`config.mk`:
```
export PLATFORM = sky130hd
export DESIGN_NAME = mem_arbiter_2p
export DESIGN_NICKNAME = d
export VERILOG_FILES = /design/src/rtl/mem_arb_pkg.sv /design/src/rtl/rr_pick2.sv /design/src/rtl/mem_arbiter_2p.sv
export SDC_FILE = /design/constraint.sdc
export NUM_CORES = 1
export LEC_CHECK = 0
export BUFFER_PORTS_ARGS = -buffer_cell sky130_fd_sc_hd__buf_4
export CORE_AREA = 2 2 109 111
export CTS_CLUSTER_SIZE = 14
export DETAILED_ROUTE_END_ITERATION = 16
export DIE_AREA = 0 0 111 113
export PLACE_DENSITY = 0.48
export SLEW_MARGIN = 15
export SYNTH_ARGS = -nofsm -noshare
export SYNTH_HDL_FRONTEND = slang
export SYNTH_SLANG_ARGS = --single-unit
```
`constraint.sdc`:
```
create_clock -name i_clk -period 3.06 [get_ports i_clk]
set_input_delay 0.612 -clock i_clk [delete_from_list [all_inputs] [get_ports i_clk]]
set_output_delay 0.612 -clock i_clk [all_outputs]
set_load 0.01 [all_outputs]
```
`src/rtl/mem_arb_pkg.sv`:
```
// Shared types and default widths for the two-port memory arbiter.
// The memory is 16K words of 36 bits behind an 18-bit word address.
package mem_arb_pkg;

  localparam int DEF_ADDR_WIDTH = 18;
  localparam int DEF_DATA_WIDTH = 36;

  typedef enum logic [1:0] {
    RECOVER = 2'd0,
    IDLE    = 2'd1,
    ACCESS  = 2'd2
  } arb_state_e;

endpackage

```
`src/rtl/rr_pick2.sv`:
```
// Combinational two-way round-robin picker.
// On a tie the port that was not served last wins; a lone requester always wins.
module rr_pick2 (
  input  logic [1:0] req,
  input  logic       last,
  output logic [1:0] grant
);

  assign grant = (&req) ? (last ? 2'b01 : 2'b10) : req;

endmodule

```
`src/rtl/mem_arbiter_2p.sv`:
```
// Round-robin arbiter sharing one Avalon-style memory slave between two requesters.
// A recovery gap after every grant keeps the memory's trailing acknowledge from being credited to the wrong port.
module mem_arbiter_2p
  import mem_arb_pkg::*;
#(
  parameter int ADDR_WIDTH = DEF_ADDR_WIDTH,
  parameter int DATA_WIDTH = DEF_DATA_WIDTH
) (
  input  logic                  i_clk,
  input  logic                  i_reset_n,

  input  logic [ADDR_WIDTH-1:0] i_s0_address,
  input  logic                  i_s0_read,
  input  logic                  i_s0_write,
  input  logic [DATA_WIDTH-1:0] i_s0_writedata,
  output logic [DATA_WIDTH-1:0] o_s0_readdata,
  output logic                  o_s0_waitrequest,

  input  logic [ADDR_WIDTH-1:0] i_s1_address,
  input  logic                  i_s1_read,
  input  logic                  i_s1_write,
  input  logic [DATA_WIDTH-1:0] i_s1_writedata,
  output logic [DATA_WIDTH-1:0] o_s1_readdata,
  output logic                  o_s1_waitrequest,

  output logic [ADDR_WIDTH-1:0] o_m_address,
  output logic                  o_m_read,
  output logic                  o_m_write,
  output logic [DATA_WIDTH-1:0] o_m_writedata,
  input  logic [DATA_WIDTH-1:0] i_m_readdata,
  input  logic                  i_m_waitrequest,

  output logic [1:0]            o_grant
);

  arb_state_e state_q, state_d;
  logic [1:0] grant_q, grant_d;
  logic       last_q, last_d;
  logic [1:0] req;
  logic [1:0] pick;
  logic       done;

  assign req = {i_s1_read | i_s1_write, i_s0_read | i_s0_write};

  rr_pick2 u_pick (
    .req   (req),
    .last  (last_q),
    .grant (pick)
  );

  // Master side follows the registered grant; outside ACCESS the bus is held quiet.
  always_comb begin
    // NOTE: every combinational output gets a default first so no path can infer a latch.
    o_m_address   = '0;
    o_m_read      = 1'b0;
    o_m_write     = 1'b0;
    o_m_writedata = '0;
    if (state_q == ACCESS) begin
      if (grant_q[1]) begin
        o_m_address   = i_s1_address;
        o_m_read      = i_s1_read;
        o_m_write     = i_s1_write;
        o_m_writedata = i_s1_writedata;
      end else begin
        o_m_address   = i_s0_address;
        o_m_read      = i_s0_read;
        o_m_write     = i_s0_write;
        o_m_writedata = i_s0_writedata;
      end
    end
  end

  assign done = (state_q == ACCESS) && !i_m_waitrequest && (o_m_read || o_m_write);

  assign o_s0_waitrequest = !(done && grant_q[0]);
  assign o_s1_waitrequest = !(done && grant_q[1]);
  assign o_s0_readdata    = i_m_readdata;
  assign o_s1_readdata    = i_m_readdata;
  assign o_grant          = grant_q;

  always_comb begin
    state_d = state_q;
    grant_d = grant_q;
    last_d  = last_q;
    unique case (state_q)
      RECOVER: begin
        // Wait out the memory's trailing low waitrequest before granting again.
        if (i_m_waitrequest) begin
          if (|req) begin
            state_d = ACCESS;
            grant_d = pick;
          end else begin
            state_d = IDLE;
          end
        end
      end
      IDLE: begin
        if (|req) begin
          state_d = ACCESS;
          grant_d = pick;
        end
      end
      ACCESS: begin
        if (done) begin
          state_d = RECOVER;
          grant_d = '0;
          last_d  = grant_q[1];
        end else if (!(o_m_read || o_m_write)) begin
          // Requester withdrew: no acknowledge, fairness history untouched.
          state_d = RECOVER;
          grant_d = '0;
        end
      end
      default: begin
        state_d = RECOVER;
        grant_d = '0;
      end
    endcase
  end

  always_ff @(posedge i_clk or negedge i_reset_n) begin
    if (!i_reset_n) begin
      state_q <= RECOVER;
      grant_q <= '0;
      last_q  <= 1'b1;
    end else begin
      // NOTE: registers use non-blocking assignments so every flop samples pre-edge values.
      state_q <= state_d;
      grant_q <= grant_d;
      last_q  <= last_d;
    end
  end

endmodule

```
* After elaboration in Yosys (flattened, before gate mapping) *
Index checks and enable logic that the tools add are counted.

storage, ports and cells
  word-level logic and storage cells = 43
  register bits after elaboration = 5
  memory bits (read-only) = 0
  bits in writable memories = 0
  memories = 0
  latch bits = 0

operators by class
  shift operators = 0
  $mul = 0
  order comparisons = 0
  equal/unequal tests = 5
  multiplexer cells = 19
  add/subtract/negate cells = 0
  div/mod/pow operators = 0
  bitwise logic cells = 2
  reductions and logical operators = 14

operators by type and width
  operator                                                               count
  36-bit two-way mux                                                     2
  18-bit two-way mux                                                     2
  2-bit two-way mux                                                      9
  2-bit one-hot mux with 3 select lines                                  2
  2-bit AND reduction                                                    3
  1-bit logical AND                                                      4
  1-bit two-way mux                                                      4
  2-bit != test, second input constant                                   2
  1-bit zero test                                                        3
  3-bit != test, second input constant                                   1
  3-bit AND reduction                                                    1
  2-bit by 1-bit equality test with 1-bit output, second input constant  1
  2-bit equality test, second input constant                             1
  2-bit zero test                                                        1
  1-bit bitwise OR                                                       2
  2-bit OR reduction                                                     1
  1-bit logical OR                                                       1

* Logic depth before layout (Yosys ltp) *
Gate-level depths: netlist of run 1.

  depth in word-level cells = 6
  gate-level depth with buffers = 4
  gate-level depth less buffers = 3

* By module *
Synthesis of run 1 repeated with hierarchy kept, for this count alone.

second synthesis, totals
  cells, all modules = 231
  area, all modules = 1705.4 sq um

by module, submodules not included
  module          sequential area each (sq um)  cells an instance  times used  area each (sq um)
  mem_arbiter_2p  126.4                         228                1           1686.6
  rr_pick2        0.0                           3                  1           18.8

* Worst setup path after synthesis of run 1 *
Ideal clock, no wire load.

  kind = input-to-output
  from = input i_s1_write
  to = output o_s0_waitrequest
  cell stages on the path = 3
  arrival = 1.201 ns
  required time = 2.448 ns
  setup slack = 1.247 ns
  path through = nor2_1 a2111oi_4 nand2_1

on the way
  word-level cells in the longest chain between the ends = 6

ends and longest elaborated chain
  what                RTL line              source
  start: declaration  mem_arbiter_2p.sv:21  input logic i_s1_write,
  1-bit two-way mux   mem_arbiter_2p.sv:59  if (grant_q[1]) begin
  1-bit two-way mux   mem_arbiter_2p.sv:58  if (state_q == ACCESS) begin
  1-bit logical OR    mem_arbiter_2p.sv:73  assign done = (state_q == ACCESS) && !i_m_waitrequest && (o_m_read || o_m_write);
  1-bit logical AND   mem_arbiter_2p.sv:73
  1-bit logical AND   mem_arbiter_2p.sv:75  assign o_s0_waitrequest = !(done && grant_q[0]);
  1-bit zero test     mem_arbiter_2p.sv:75
  end: declaration    mem_arbiter_2p.sv:17  output logic o_s0_waitrequest,

No other way between the ends.

* Worst setup path after layout of run 1 *
  from = register state_q[0]
  to = output o_m_address[3]

on the way
  word-level cells in the longest chain between the ends = 2

ends and longest elaborated chain
  what                      RTL line               source
  start: declaration        mem_arbiter_2p.sv:36   arb_state_e state_q, state_d;
  start signal: assignment  mem_arbiter_2p.sv:128  state_q <= state_d;
  2-bit equality test       mem_arbiter_2p.sv:58
  18-bit two-way mux        mem_arbiter_2p.sv:58
  end: declaration          mem_arbiter_2p.sv:26   output logic [ADDR_WIDTH-1:0] o_m_address,

No other way between the ends.

==> impl_metrics.csv, run 1 <==
group,metric,value,unit
cts,clockBufferDepth,2,
timing,skew,0.0004022,ns
route,wire_per_inst,13.73,microns
timing,worst_slew_pin_slew,0.5533,ns
cts,tritoncts,"yes",
cts,cts_root_buf,"clkbuf_16",
critical_path,path_cells,"nand2b_2 -> buf_4 -> nor2_1 -> buf_4",
cts,cts_resized,0,
cells_and_area,n_fill_cell,1227,
place,gp_congestion,0.8473,
floorplan,chipWidth,111,microns
cells_and_area,most-common-layout-cells,"buf_4 (176), nor2_1 (57), mux2i_1 (56)",
global_routing,use_met3,0.02892,
cells_and_area,area_delta_synth_final,58.62,%
timing,fin_crit_sh,0.8195,
global_routing,busiest_layer,"met2",
timing,holdWs,0.1837,ns
floorplan,coreArea,11270,sq um
cts,cts_buffers,3,
power,power_density,339.2,nW/um^2
critical_path,crit_top_cell,"buf_4",
route,drt_iter0_drc,58,
global_routing,grt.met1_usage,0.09386,
cells_and_area,drive_gt1_frac,0.5728,
yosys,ys_seq_elements,5,
critical_path,critPathMaxStageDelay,0.51,ns
global_routing,antenna_found_initial,0,
route,drc,0,
outcome,outcome,"complete, no violations",
power,p_leak,0.001357,uW
yosys,synth_area,1699,sq um
critical_path,crit_fanout,36,
global_routing,grt_pass1_wl,9397,microns
yosys,synth-seq-area-share,0.07437,
critical_path,critPathKind,"reg2out",
critical_path,cp_top_family,"simple AND/OR/NAND/NOR gates",
critical_path,path_buf_inv,2,
place,io_buffer_count,174,
cts,htreeDepth,1,
cts,hold_buffers,0,
timing,slew_headroom,0.6311,
timing,fin_crit,2.508,ns
timing,fmax,398.8,MHz
floorplan,die-height,113,microns
cells_and_area,antenna_cells,0,
cells_and_area,final_common_cell,"buf_4",
critical_path,r2r_slack,1.26,ns
hold_path,hold_path_class,"in2async",
floorplan,io_pins,283,
route,ant_nets,0,
yosys,synthCells,227,
global_routing,overflow,0,
global_routing,grt_pass1_vias,1813,
run,cap_violations,0,
critical_path,worstPathArrival,1.90,ns
global_routing,track_usage,0.09225,
place,dp_hpwl,5192,microns
global_routing,gr-usage-met2,0.1632,
route,via_per_inst,3.955,
power,ir_drop,286.4,uV
cts,insertion_delay,0.22,ns
cts,post_cts_buffers,0,
yosys,ys_warn_count,0,
timing,setup_tns,0,ns
yosys,yosys.cell_types.count,22,
route,drt_wl_total,6398,microns
critical_path,cp-end-kind,"output port",
cells_and_area,nNetsFinal,475,
timing,rsz0062_at_grt,"false",
route,firstDrtPassIters,4,
cts,clk_pin_slew_worst_paths,0.03,ns
timing,drv_slew,0,
global_routing,grt_max_degree,37,
cts,clkSinkCount,5,
yosys,avgSynthCellArea,7.485,sq um
critical_path,worstSetupStartpointType,"register",
route,num_vias,1843,
floorplan,initial_core_util,0.1507,
timing,hold_viol,0,
floorplan,dieArea,12540,sq um
floorplan,rows,39,
yosys,syn_nets,378,
timing,setup_viol,0,
critical_path,worst_path_max_delay_cell,"nand2b_2",
critical_path,worstPathRequired,2.45,ns
state kept, by name, indices dropped and copies added, names as in the netlist:
| register | flops |
|---|---|
| last_q | 1 |
| o_grant | 2 |
| state_q | 2 |
synthesized netlist by cell type (all sizes together):
cell type / number / share of area
a2111oi: 1 / 0.016
a211o: 1 / 0.0052
a21boi: 1 / 0.0044
a32oi: 2 / 0.010
buf: 85 / 0.36
dfrtp: 4 / 0.059
dfstp: 1 / 0.015
mux2: 1 / 0.0066
mux2i: 56 / 0.33
nand2: 3 / 0.0066
nand2b: 1 / 0.0052
nand4b: 1 / 0.0052
nor2: 57 / 0.13
nor3: 1 / 0.0059
nor4b: 1 / 0.0052
o211a: 1 / 0.0059
o21ai: 2 / 0.0059
o21bai: 1 / 0.0044
o22ai: 4 / 0.015
or2: 3 / 0.011
path summary, 6_finish.rpt:
path	startpoint	endpoint	cells after the start
setup reg to reg	state_q[0]$_DFFE_PN0P_	last_q$_DFFE_PN1P_	3
hold reg to reg	state_q[1]$_DFFE_PN0P_	state_q[0]$_DFFE_PN0P_	1
setup / recovery	state_q[0]$_DFFE_PN0P_	o_m_address[3]	4
hold / removal	i_reset_n	o_grant[1]$_DFFE_PN0P_	1
max in group asynchronous	i_reset_n	last_q$_DFFE_PN1P_	1
min in group i_clk	state_q[1]$_DFFE_PN0P_	state_q[0]$_DFFE_PN0P_	1
layout make-up:
class | instances | area [sq um] | share of cell area
repair buffers | 177 | 1341 | 0.4977
well taps | 143 | 178.9 | 0.06639
clock buffers | 4 | 78.83 | 0.02925
flip-flops and latches | 5 | 130.1 | 0.04828
multi-input cells | 137 | 965.9 | 0.3584
per-layer routing:
metal / part of all wire / up-vias
met4: 0.056 / 0
li1: - / 881
met1: 0.35 / 799
met3: 0.11 / 38
met2: 0.49 / 125
met5: 0 / -
logic make-up after synthesis:
| group | after synthesis | synth area share |
|---|---|---|
| AOI/OAI and AO/OA | 13 | 0.06702 |
| buffers and inverters | 85 | 0.3571 |
| DFF | 5 | 0.07438 |
| muxes | 57 | 0.3365 |
| and+or+nand+nor | 67 | 0.1650 |
power by group:
group / switching (uW) / total, uW / internal (uW)
sequential: 37.5 / 121 / 83.1
combinational: 251 / 584 / 332
clock: 37.6 / 210 / 172
total: 327 / 914 / 587
stage by stage:
| step | worst slack [ns] | instances | total power (uW) | cell area [sq um] | utilization |
|---|---|---|---|---|---|
| floorplan | 1.247 | 227 | 510.0 | 1699 | - |
| global placement | 0.8260 | 462 | 705.9 | 2616 | 0.2321 |
| detailed placement | 0.7669 | 462 | 712.5 | 2616 | 0.2321 |
| CTS | 0.5266 | 466 | 926.7 | 2695 | 0.2391 |
| global route | 0.3927 | 466 | 980.3 | 2695 | 0.2391 |
| finish | 0.5523 | 466 | 914.1 | 2695 | 0.2391 |
worst reg2reg max path: cells and delay by family, from the launching register on:
kind             cells  cell delay [ns]
AO/OA/AOI/OAI        1             0.49
flip-flops           1             0.41
multiplexers         1             0.36
AND/OR/NAND/NOR      1             0.46
Note: power is estimated with default switching activity, not from simulation.
==> run 2: changes to the inputs <==
==> constraint.sdc (replaced) <==
create_clock -name i_clk -period 2.6 [get_ports i_clk]
set_input_delay 0.52 -clock i_clk [delete_from_list [all_inputs] [get_ports i_clk]]
set_output_delay 0.52 -clock i_clk [all_outputs]
set_load 0.01 [all_outputs]
==> run 2 against run 1 <==
Net effect: wire length shrank 4.2%; non-clock buffer count unchanged; critical path depth unchanged; first-iteration DRC count decreased by 31%; final cell count stayed put; utilization increased by 0.22 points; via count up 0.65%; die area unchanged; sequential power up 17%; critical endpoint is now o_s1_waitrequest; highest routed layer unchanged.
==> impl_metrics.csv, run 2 (same netlist as run 1, synthesis figures left out) <==
group,metric,value,unit
global_routing,antenna_found_initial,0,
cells_and_area,final_util,0.2413,
route,wire_per_inst,13.16,microns
cts,insertion_delay,0.22,ns
critical_path,worstPathRequired,2.08,ns
route,ant_nets,0,
timing,worst_slew_pin_slew,0.4009,ns
critical_path,worstSetupStartpointType,"register",
timing,fin_crit_sh,0.8601,
floorplan,io_pins,283,
critical_path,critical_path.startpoint,"o_grant[1]$_DFFE_PN0P_",
route,num_vias,1855,
cts,clockBufferDepth,2,
critical_path,endpoint,"o_s1_waitrequest",
critical_path,crit_fanout,23,
cells_and_area,final_common_cell,"buf_4",
run,cap_violations,0,
cts,cts_root_buf,"clkbuf_16",
global_routing,grt_max_degree,58,
power,power_density,398.9,nW/um^2
critical_path,reg2reg_depth,3,
critical_path,critPathKind,"reg2out",
floorplan,die-height,113,microns
power,ir_drop,432.0,uV
floorplan,dieArea,12540,sq um
critical_path,worstPathArrival,1.72,ns
outcome,outcome,"complete, no violations",
cells_and_area,area_delta_synth_final,60.09,%
cts,clkSinkCount,5,
cts,htreeDepth,1,
cts,tritoncts,"yes",
floorplan,initial_core_util,0.1507,
route,drt_iter0_drc,40,
global_routing,overflow,0,
floorplan,rows,39,
route,firstDrtPassIters,4,
floorplan,coreArea,11270,sq um
route,via_per_inst,3.981,
place,io_buffer_count,174,
cts,clk_pin_slew_worst_paths,0.03,ns
global_routing,grt_pass1_vias,1791,
cells_and_area,most-common-layout-cells,"buf_4 (174), nor2_1 (57), mux2i_1 (56)",
cts,cts_resized,0,
timing,drv_slew,0,
global_routing,track_usage,0.08863,
cts,post_cts_buffers,0,
timing,fmax,447.2,MHz
timing,rsz0062_at_grt,"false",
place,dp_hpwl,5066,microns
critical_path,r2r_slack,0.92,ns
power,p_leak,0.001366,uW
cts,hold_buffers,0,
timing,setup_viol,0,
timing,slew_headroom,0.7327,
timing,fin_crit,2.236,ns
cts,cts_buffers,3,
hold_path,hold_path_class,"in2async",
cells_and_area,drive_gt1_frac,0.5728,
timing,hold_viol,0,
cells_and_area,antenna_cells,0,
critical_path,r2r_start,"o_grant[1]$_DFFE_PN0P_",
cells_and_area,nNetsFinal,475,
floorplan,chipWidth,111,microns
timing,skew,0.001001,ns
timing,setup_tns,0,ns
route,drc,0,
global_routing,grt_pass1_wl,9246,microns
critical_path,r2r-end,"last_q$_DFFE_PN1P_",
critical_path,cp-end-kind,"output port",
route,drt_wl_total,6131,microns
place,gp_congestion,0.8335,
run 2: worst max-delay path: stages (launching register included):
cell       delay (ns)
dfrtp_4          0.67
nor3_2           0.15
a2111oi_4        0.43
nand2_1          0.09
buf_4            0.15
run 2: layout make-up:
type,instances,area (sq um)
tap,143,178.9
clock buffer,4,78.83
fill,1247,8552
sequential,5,130.1
multi-input combinational,137,965.9
timing repair buffer,177,1366
run 2: power breakdown:
part | leakage (uW) | total [uW] | internal [uW] | switching [uW]
combinational | 0.00127 | 692 | 403 | 289
sequential | 0.0000610 | 142 | 97.7 | 44.7
clock | 0.0000382 | 251 | 203 | 47.9
run 2: worst min-delay path by stage:
stage                          from                      to  slack (ns)  depth (start not counted)
final                     i_reset_n  o_grant[1]$_DFFE_PN0P_        0.09                          1
after global routing      i_reset_n  o_grant[1]$_DFFE_PN0P_        0.09                          1
after CTS                 i_reset_n  o_grant[0]$_DFFE_PN0P_        0.09                          1
after detailed placement  i_reset_n  o_grant[0]$_DFFE_PN0P_        0.33                          1
after global placement    i_reset_n  o_grant[0]$_DFFE_PN0P_        0.33                          1
after floorplan           i_reset_n  o_grant[0]$_DFFE_PN0P_        0.22                          0
run 2: layer usage:
layer,track usage,share of wire
met2,0.1616,0.50
met1,0.08704,0.34
met5,0,0
met3,0.02839,0.11
met4,0.05667,0.053
run 2: through the flow:
stage          power [uW]  hold WS (ns)  setup slack, ns  area, sq um  instances
6_report             1085       0.08845           0.3637         2720        466
5_1_grt              1163       0.08643           0.2613         2720        466
4_1_cts              1102       0.08743           0.3252         2720        466
3_5_place_dp        846.2        0.3252           0.5745         2641        462
3_3_place_gp        844.0        0.3251           0.5812         2641        462
2_1_floorplan       600.2        0.2244           0.9548         1699        227
